[config.mk]
export PLATFORM = sky130hd
export DESIGN_NAME = axi_bus_arbiter
export DESIGN_NICKNAME = d
export VERILOG_FILES = /design/src/rtl/axi_bus_arbiter_pkg.sv /design/src/rtl/axi_bus_arbiter_arb_pick.sv /design/src/rtl/axi_bus_arbiter.sv
export SDC_FILE = /design/constraint.sdc
export NUM_CORES = 1
export LEC_CHECK = 0
export CELL_PAD_IN_SITES_DETAIL_PLACEMENT = 1
export CELL_PAD_IN_SITES_GLOBAL_PLACEMENT = 1
export CORE_ASPECT_RATIO = 0.6
export CORE_MARGIN = 2
export CORE_UTILIZATION = 43
export DETAILED_ROUTE_END_ITERATION = 8
export PLACE_DENSITY_LB_ADDON = 0.1
export SYNTH_ARGS = -nofsm -noshare
export SYNTH_HDL_FRONTEND = slang
export SYNTH_HIERARCHICAL = 1
export SYNTH_SLANG_ARGS = --single-unit
[constraint.sdc]
create_clock -name clk -period 6.7 [get_ports clk]
set_clock_uncertainty 0.1 [all_clocks]
set_input_delay 1.005 -clock clk [delete_from_list [all_inputs] [get_ports clk]]
set_output_delay 1.005 -clock clk [all_outputs]
set_load 0.1 [all_outputs]
[src/rtl/axi_bus_arbiter_pkg.sv]
// Shared definitions for the AXI bus arbiter: FSM state encoding,
// per-master index constants and an index-width helper.
package axi_bus_arbiter_pkg;

    typedef enum logic [1:0] {
        IDLE  = 2'd0,
        GRANT = 2'd1,
        DRAIN = 2'd2,
        GAP   = 2'd3
    } arb_state_e;

    localparam int ICACHE         = 0;
    localparam int DCACHE         = 1;
    localparam int UNCACHED_LOAD  = 2;
    localparam int UNCACHED_STORE = 3;

    // Index width that stays legal for a single-master build
    function automatic int idx_width(input int n);
        return (n > 1) ? $clog2(n) : 1;
    endfunction

endpackage

[src/rtl/axi_bus_arbiter_arb_pick.sv]
// Winner selection: first requesting index found searching upward
// (with wrap) from the priority pointer. Returns one-hot, index and any.
module arb_pick #(
    parameter int NUM_REQ = 4,
    parameter int IDX_W   = 2
) (
    input  logic [NUM_REQ-1:0] req,
    input  logic [IDX_W-1:0]   ptr,
    output logic [NUM_REQ-1:0] onehot,
    output logic [IDX_W-1:0]   idx,
    output logic               any
);

    // Rotating priority search; the first hit locks out later candidates
    always_comb begin : pick
        int               j;
        logic [IDX_W-1:0] jj;
        onehot = '0;
        idx    = '0;
        any    = 1'b0;
        j      = 0;
        jj     = '0;
        for (int i = 0; i < NUM_REQ; i++) begin
            j  = (int'(ptr) + i) % NUM_REQ;
            jj = IDX_W'(j);
            if (!any && req[jj]) begin
                any        = 1'b1;
                onehot[jj] = 1'b1;
                idx        = jj;
            end
        end
    end

endmodule

[src/rtl/axi_bus_arbiter.sv]
// AXI bus arbiter: grants one master at a time the shared AXI port,
// holds the grant while the owner requests, then waits for all open
// transactions to drain and inserts a one-cycle gap before re-arbitrating.
// Build option: define AXI_ARB_ROUND_ROBIN_EN for round-robin priority;
// otherwise fixed priority (lowest requesting index wins).
module axi_bus_arbiter
    import axi_bus_arbiter_pkg::*;
#(
    parameter int NUM_REQ = 4,
    parameter int OUTST_W = 3,
    localparam int IDX_W  = idx_width(NUM_REQ)
) (
    input  logic               clk,
    input  logic               rst_n,
    input  logic [NUM_REQ-1:0] req,
    output logic [NUM_REQ-1:0] grnt,
    output logic [IDX_W-1:0]   owner_id,
    output logic               bus_busy,
    input  logic               arvalid,
    input  logic               arready,
    input  logic               rvalid,
    input  logic               rready,
    input  logic               rlast,
    input  logic               awvalid,
    input  logic               awready,
    input  logic               bvalid,
    input  logic               bready,
    output logic [OUTST_W-1:0] outstanding,
    output logic               err
);

    localparam int CW = OUTST_W + 2;
    localparam logic signed [CW-1:0] ONE = CW'(1);
    localparam logic signed [CW-1:0] MAX = CW'((1 << OUTST_W) - 1);

    arb_state_e          state;
    logic [IDX_W-1:0]    ptr;
    logic [NUM_REQ-1:0]  pick_oh;
    logic [IDX_W-1:0]    pick_idx;
    logic                pick_any;
    logic signed [CW-1:0] sum;
    logic [OUTST_W-1:0]  outst_nxt;
    logic                ovf;

    arb_pick #(.NUM_REQ(NUM_REQ), .IDX_W(IDX_W)) u_pick (
        .req    (req),
        .ptr    (ptr),
        .onehot (pick_oh),
        .idx    (pick_idx),
        .any    (pick_any)
    );

`ifdef AXI_ARB_ROUND_ROBIN_EN
    // Pointer sits one past the last winner so that owner loses priority next
    always_ff @(posedge clk) begin
        if (!rst_n)
            ptr <= '0;
        else if (state == IDLE && pick_any)
            ptr <= (pick_idx == IDX_W'(NUM_REQ - 1)) ? '0 : pick_idx + 1'b1;
    end
`else
    assign ptr = '0;
`endif

    // Net change of open transactions this cycle, saturating at both ends
    always_comb begin
        sum = $signed({2'b00, outstanding});
        if (arvalid && arready)         sum = sum + ONE;
        if (awvalid && awready)         sum = sum + ONE;
        if (rvalid && rready && rlast)  sum = sum - ONE;
        if (bvalid && bready)           sum = sum - ONE;
        ovf       = 1'b0;
        outst_nxt = sum[OUTST_W-1:0];
        if (sum[CW-1]) begin
            outst_nxt = '0;
            ovf       = 1'b1;
        end else if (sum > MAX) begin
            outst_nxt = MAX[OUTST_W-1:0];
            ovf       = 1'b1;
        end
    end

    // Outstanding counter and sticky error flag
    always_ff @(posedge clk) begin
        if (!rst_n) begin
            outstanding <= '0;
            err         <= 1'b0;
        end else begin
            outstanding <= outst_nxt;
            if (ovf) err <= 1'b1;
        end
    end

    // Arbitration FSM with registered grant and owner
    always_ff @(posedge clk) begin
        if (!rst_n) begin
            state    <= IDLE;
            grnt     <= '0;
            owner_id <= '0;
        end else begin
            case (state)
                IDLE: if (pick_any) begin
                    grnt     <= pick_oh;
                    owner_id <= pick_idx;
                    state    <= GRANT;
                end
                GRANT: if (!req[owner_id]) begin
                    grnt  <= '0;
                    state <= (outst_nxt == '0) ? GAP : DRAIN;
                end
                DRAIN: if (outst_nxt == '0) state <= GAP;
                GAP:   state <= IDLE;
                default: state <= IDLE;
            endcase
        end
    end

    assign bus_busy = (state != IDLE);

endmodule

==> run summary <==
initial drt markers - 48
CTS tree - yes
Worst Path Arrival - 4780 ps
hold path startpoint - owner_id[1]$_SDFFE_PN0P_
die area - 3920 µm²
most used cell, CP - ha_1
placer congestion estimate - 0.839
reg2reg setup slack - 2620 ps
Avg Inst Size Synth - 9.08 µm²
router iterations before antenna repair - 4
dominant cells by area after synthesis - dfxtp_1 16%, ha_1 11%, a22oi_1 6.6%
power density over cell area - 378 nW/µm²
Pleak - 0.746 nW
Async SR Flop Fraction - 0%
placed cell count - 237
Synth Area in Compound Gates - 25.7%
RSZ-0062 raised after global routing - no
Ys Warns - 6
H-tree depth - 1
synthesized instance count - 162
initial antenna violation count - 0
CTS Buffer Depth - 2
Synth top area share - 16.3%
post-DP HPWL - 3300 µm
layout net count - 225
DR vias/cell - 5.80
GRT Util Overall - 22.7%
relative slew slack - 34.3%
Worst Tran Pin Value - 982 ps
core box area - 3260 µm²
hold_ws - 388 ps
fmax - 213 MHz
final setup fails - 0
Routed WL - 4040 µm
Cell variety after synth - 53
worst flop-to-flop path startpoint - outstanding[0]$_SDFF_PN0_
MaxCap Viol Count - 0
EDFF count, synth - 0
Hold Path Sink - owner_id[1]$_SDFFE_PN0P_
mux contribution to synthesized area - 13.1%
M1 WL - 2070 µm
Num CTS Buffers - 3
setup bufs post-CTS - 0
r2r endpoint - state[1]$_SDFFE_PN0P_
Top Layer Used - met4
synthesized-area fraction occupied by adder cells - 11.1%
Row Count - 16
hold path depth - 2
CP startpoint kind - input port
fin area - 1820 µm²
Crit. End Element - flop
Resized cells post-CTS - 0
die height - 49.3 µm
ANT cells - 0
metal2 WL - 1730 µm
largest net degree at the start of global routing - 14
Synth Area in XOR/XNOR - 7.91%
vias in the first global route - 1449
clock root cell - clkbuf_8
Sum Neg Setup Slack - 0 ps
Power Total - 690 µW
CP Cell Sequence - clkdlybuf4s50_1 -> and3_1 -> or2_2 -> ha_1 -> nand3b_1 -> o31ai_1 -> ha_1 -> mux2i_1 -> inv_1 -> ha_1 -> nand3_1 -> xnor2_1 -> xnor2_1 -> and4bb_4 -> o31ai_1 -> mux2i_1
largest family of logic cells by synthesized area - compound AO/OA/AOI/OAI gates
Reg clk slew, reported paths - 60 ps
outcome - complete, no violations
cell taking the most area after synthesis - dfxtp_1
R2R cell count - 16
Buf+Inv Stages, Crit Path - 2
post-layout instance count excluding filler cells - 241
crit-path max cell delay - 570 ps
Cell Area, Synth - 1470 µm²
Post-CTS Hold Buffers - 0
Layout fillers - 403
PortBufs - 25
Simple-Gate Fraction of Synth Area - 19.5%
first-pass GRT wire length - 6930 µm
starting density of the core - 45.1%
Layout area overhead - 24.1%
CTS sink cnt - 12
layout cell share with drive strength beyond 1 - 10.7%
IO Pins - 26
final period utilization - 70.2%
WL met3 - 203 µm
worst hold path class - reg -> reg
Top delay family on crit path - simple AND/OR/NAND/NOR gates
grt total ovfl - 0
min Tclk post-route - 4700 ps
post-route ant nets - 0
Max FO, Critical Path - 10
WL per Instance - 16.8 µm
Critical Path Slowest Stage Cell - clkdlybuf4s50_1
WP data required - 6770 ps
Worst Path Class, Setup - in -> reg
register area share after synthesis - 16.3%
Skew-Pair Late Insertion Delay - 240 ps
Final Hold Fails - 0
DRC viols - 0
synthesized flop and latch total - 12
via count - 1399
Synth Flop Type - dfxtp_1
Slew Limit Fails - 0
Die Wd - 79.5 µm
dpl cell area - 1770 µm²
Peak VDD IR - 0.186 mV
synth_stat cells, types with 2 or more instances:
master / n
xnor2_1: 5
dfxtp_1: 12
o211ai_1: 2
mux2i_1: 5
a21oi_1: 5
o31ai_1: 3
o21ai_0: 7
mux4_1: 2
and3_1: 2
nor2_1: 10
nor4_1: 2
nand2b_1: 3
a22oi_1: 13
o21ba_1: 2
a211o_1: 3
mux2_2: 2
nand3_1: 8
mux4_2: 3
or2_2: 2
xor3_1: 2
nand2_1: 11
ha_1: 13
nand3b_1: 2
buf_6: 3
inv_1: 12
logic make-up after synthesis:
family,after synthesis
simple gates,50
compound gates,48
buf+inv,17
fa+ha+maj,13
mux,12
flops,12
xor+xnor,9
other cells,1
cell type report:
class | count | area (µm²) | area share, %
timing repair buffer | 25 | 250 | 13.7
sequential | 12 | 240 | 13.2
inverter | 12 | 45.0 | 2.47
multi-input combinational | 143 | 1180 | 64.5
tap | 45 | 56.3 | 3.09
clock buffer | 4 | 55.1 | 3.02
layer usage:
layer  vias up  GRT usage (%)
li1        674              -
met1       685           32.3
met2        36           35.9
met3         4           4.81
met4         0           3.45
met5         -              0
layout by cell type, fill, tap and decap left out, types with 2 or more instances in the layout:
master           Yosys  routed
clkdlybuf4s50_1      0      25
a22oi_1             13      13
ha_1                13      13
inv_1               12      12
dfxtp_1             12      12
nand2_1             11      11
conb_1               1      11
nor2_1              10      10
nand3_1              8       8
o21ai_0              7       7
mux2i_1              5       5
xnor2_1              5       5
a21oi_1              5       5
clkbuf_8             0       4
o31ai_1              3       3
a211o_1              3       3
nand2b_1             3       3
mux4_2               3       3
and3_1               2       2
or2_2                2       2
nand3b_1             2       2
xor3_1               2       2
nor4_1               2       2
o211ai_1             2       2
o21ba_1              2       2
mux4_1               2       2
mux2_2               2       2
flip-flops by register name, summed over array words and instances (netlist names):
name / cells
owner_id: 2
outstanding: 3
grnt: 4
state: 2
err: 1
how the worst max path moves through the flow:
stage | startpoint | endpoint | slack (ps) | cells after the start
3_3_place_gp | arvalid | state[1]$_SDFFE_PN0P_ | 2090 | 16
4_1_cts | arvalid | state[1]$_SDFFE_PN0P_ | 2030 | 16
2_1_floorplan | outstanding[0]$_SDFF_PN0_ | state[0]$_SDFFE_PN0P_ | 2430 | 16
3_5_place_dp | arvalid | state[1]$_SDFFE_PN0P_ | 1810 | 16
5_1_grt | arvalid | state[1]$_SDFFE_PN0P_ | 1770 | 16
6_report | arvalid | state[1]$_SDFFE_PN0P_ | 2000 | 16
power breakdown:
group          total [mW]  internal (mW)  leakage, nW  switching [mW]
Sequential          0.119         0.0944       0.0987          0.0248
Clock              0.0802         0.0520       0.0288          0.0282
Combinational       0.491          0.168        0.619           0.322
stage by stage:
stage	setup WS, ps	util [%]
2_1_floorplan	2430	-
3_3_place_gp	2090	54.2
3_5_place_dp	1810	54.2
4_1_cts	2030	55.9
5_1_grt	1770	55.9
6_report	2000	55.9
worst reg2reg max path, cell delays in order (launching register included):
cell      delay [ps]
dfxtp_1          480
ha_1             300
and3_1           210
or2_2            290
ha_1             260
nand3b_1         180
o31ai_1          140
ha_1             310
mux2i_1          210
inv_1            100
ha_1             200
nand3_1          140
xnor2_1          110
xnor2_1          240
and4bb_4         250
o31ai_1          280
mux2i_1          220
Note: power is estimated with default switching activity, not from simulation.
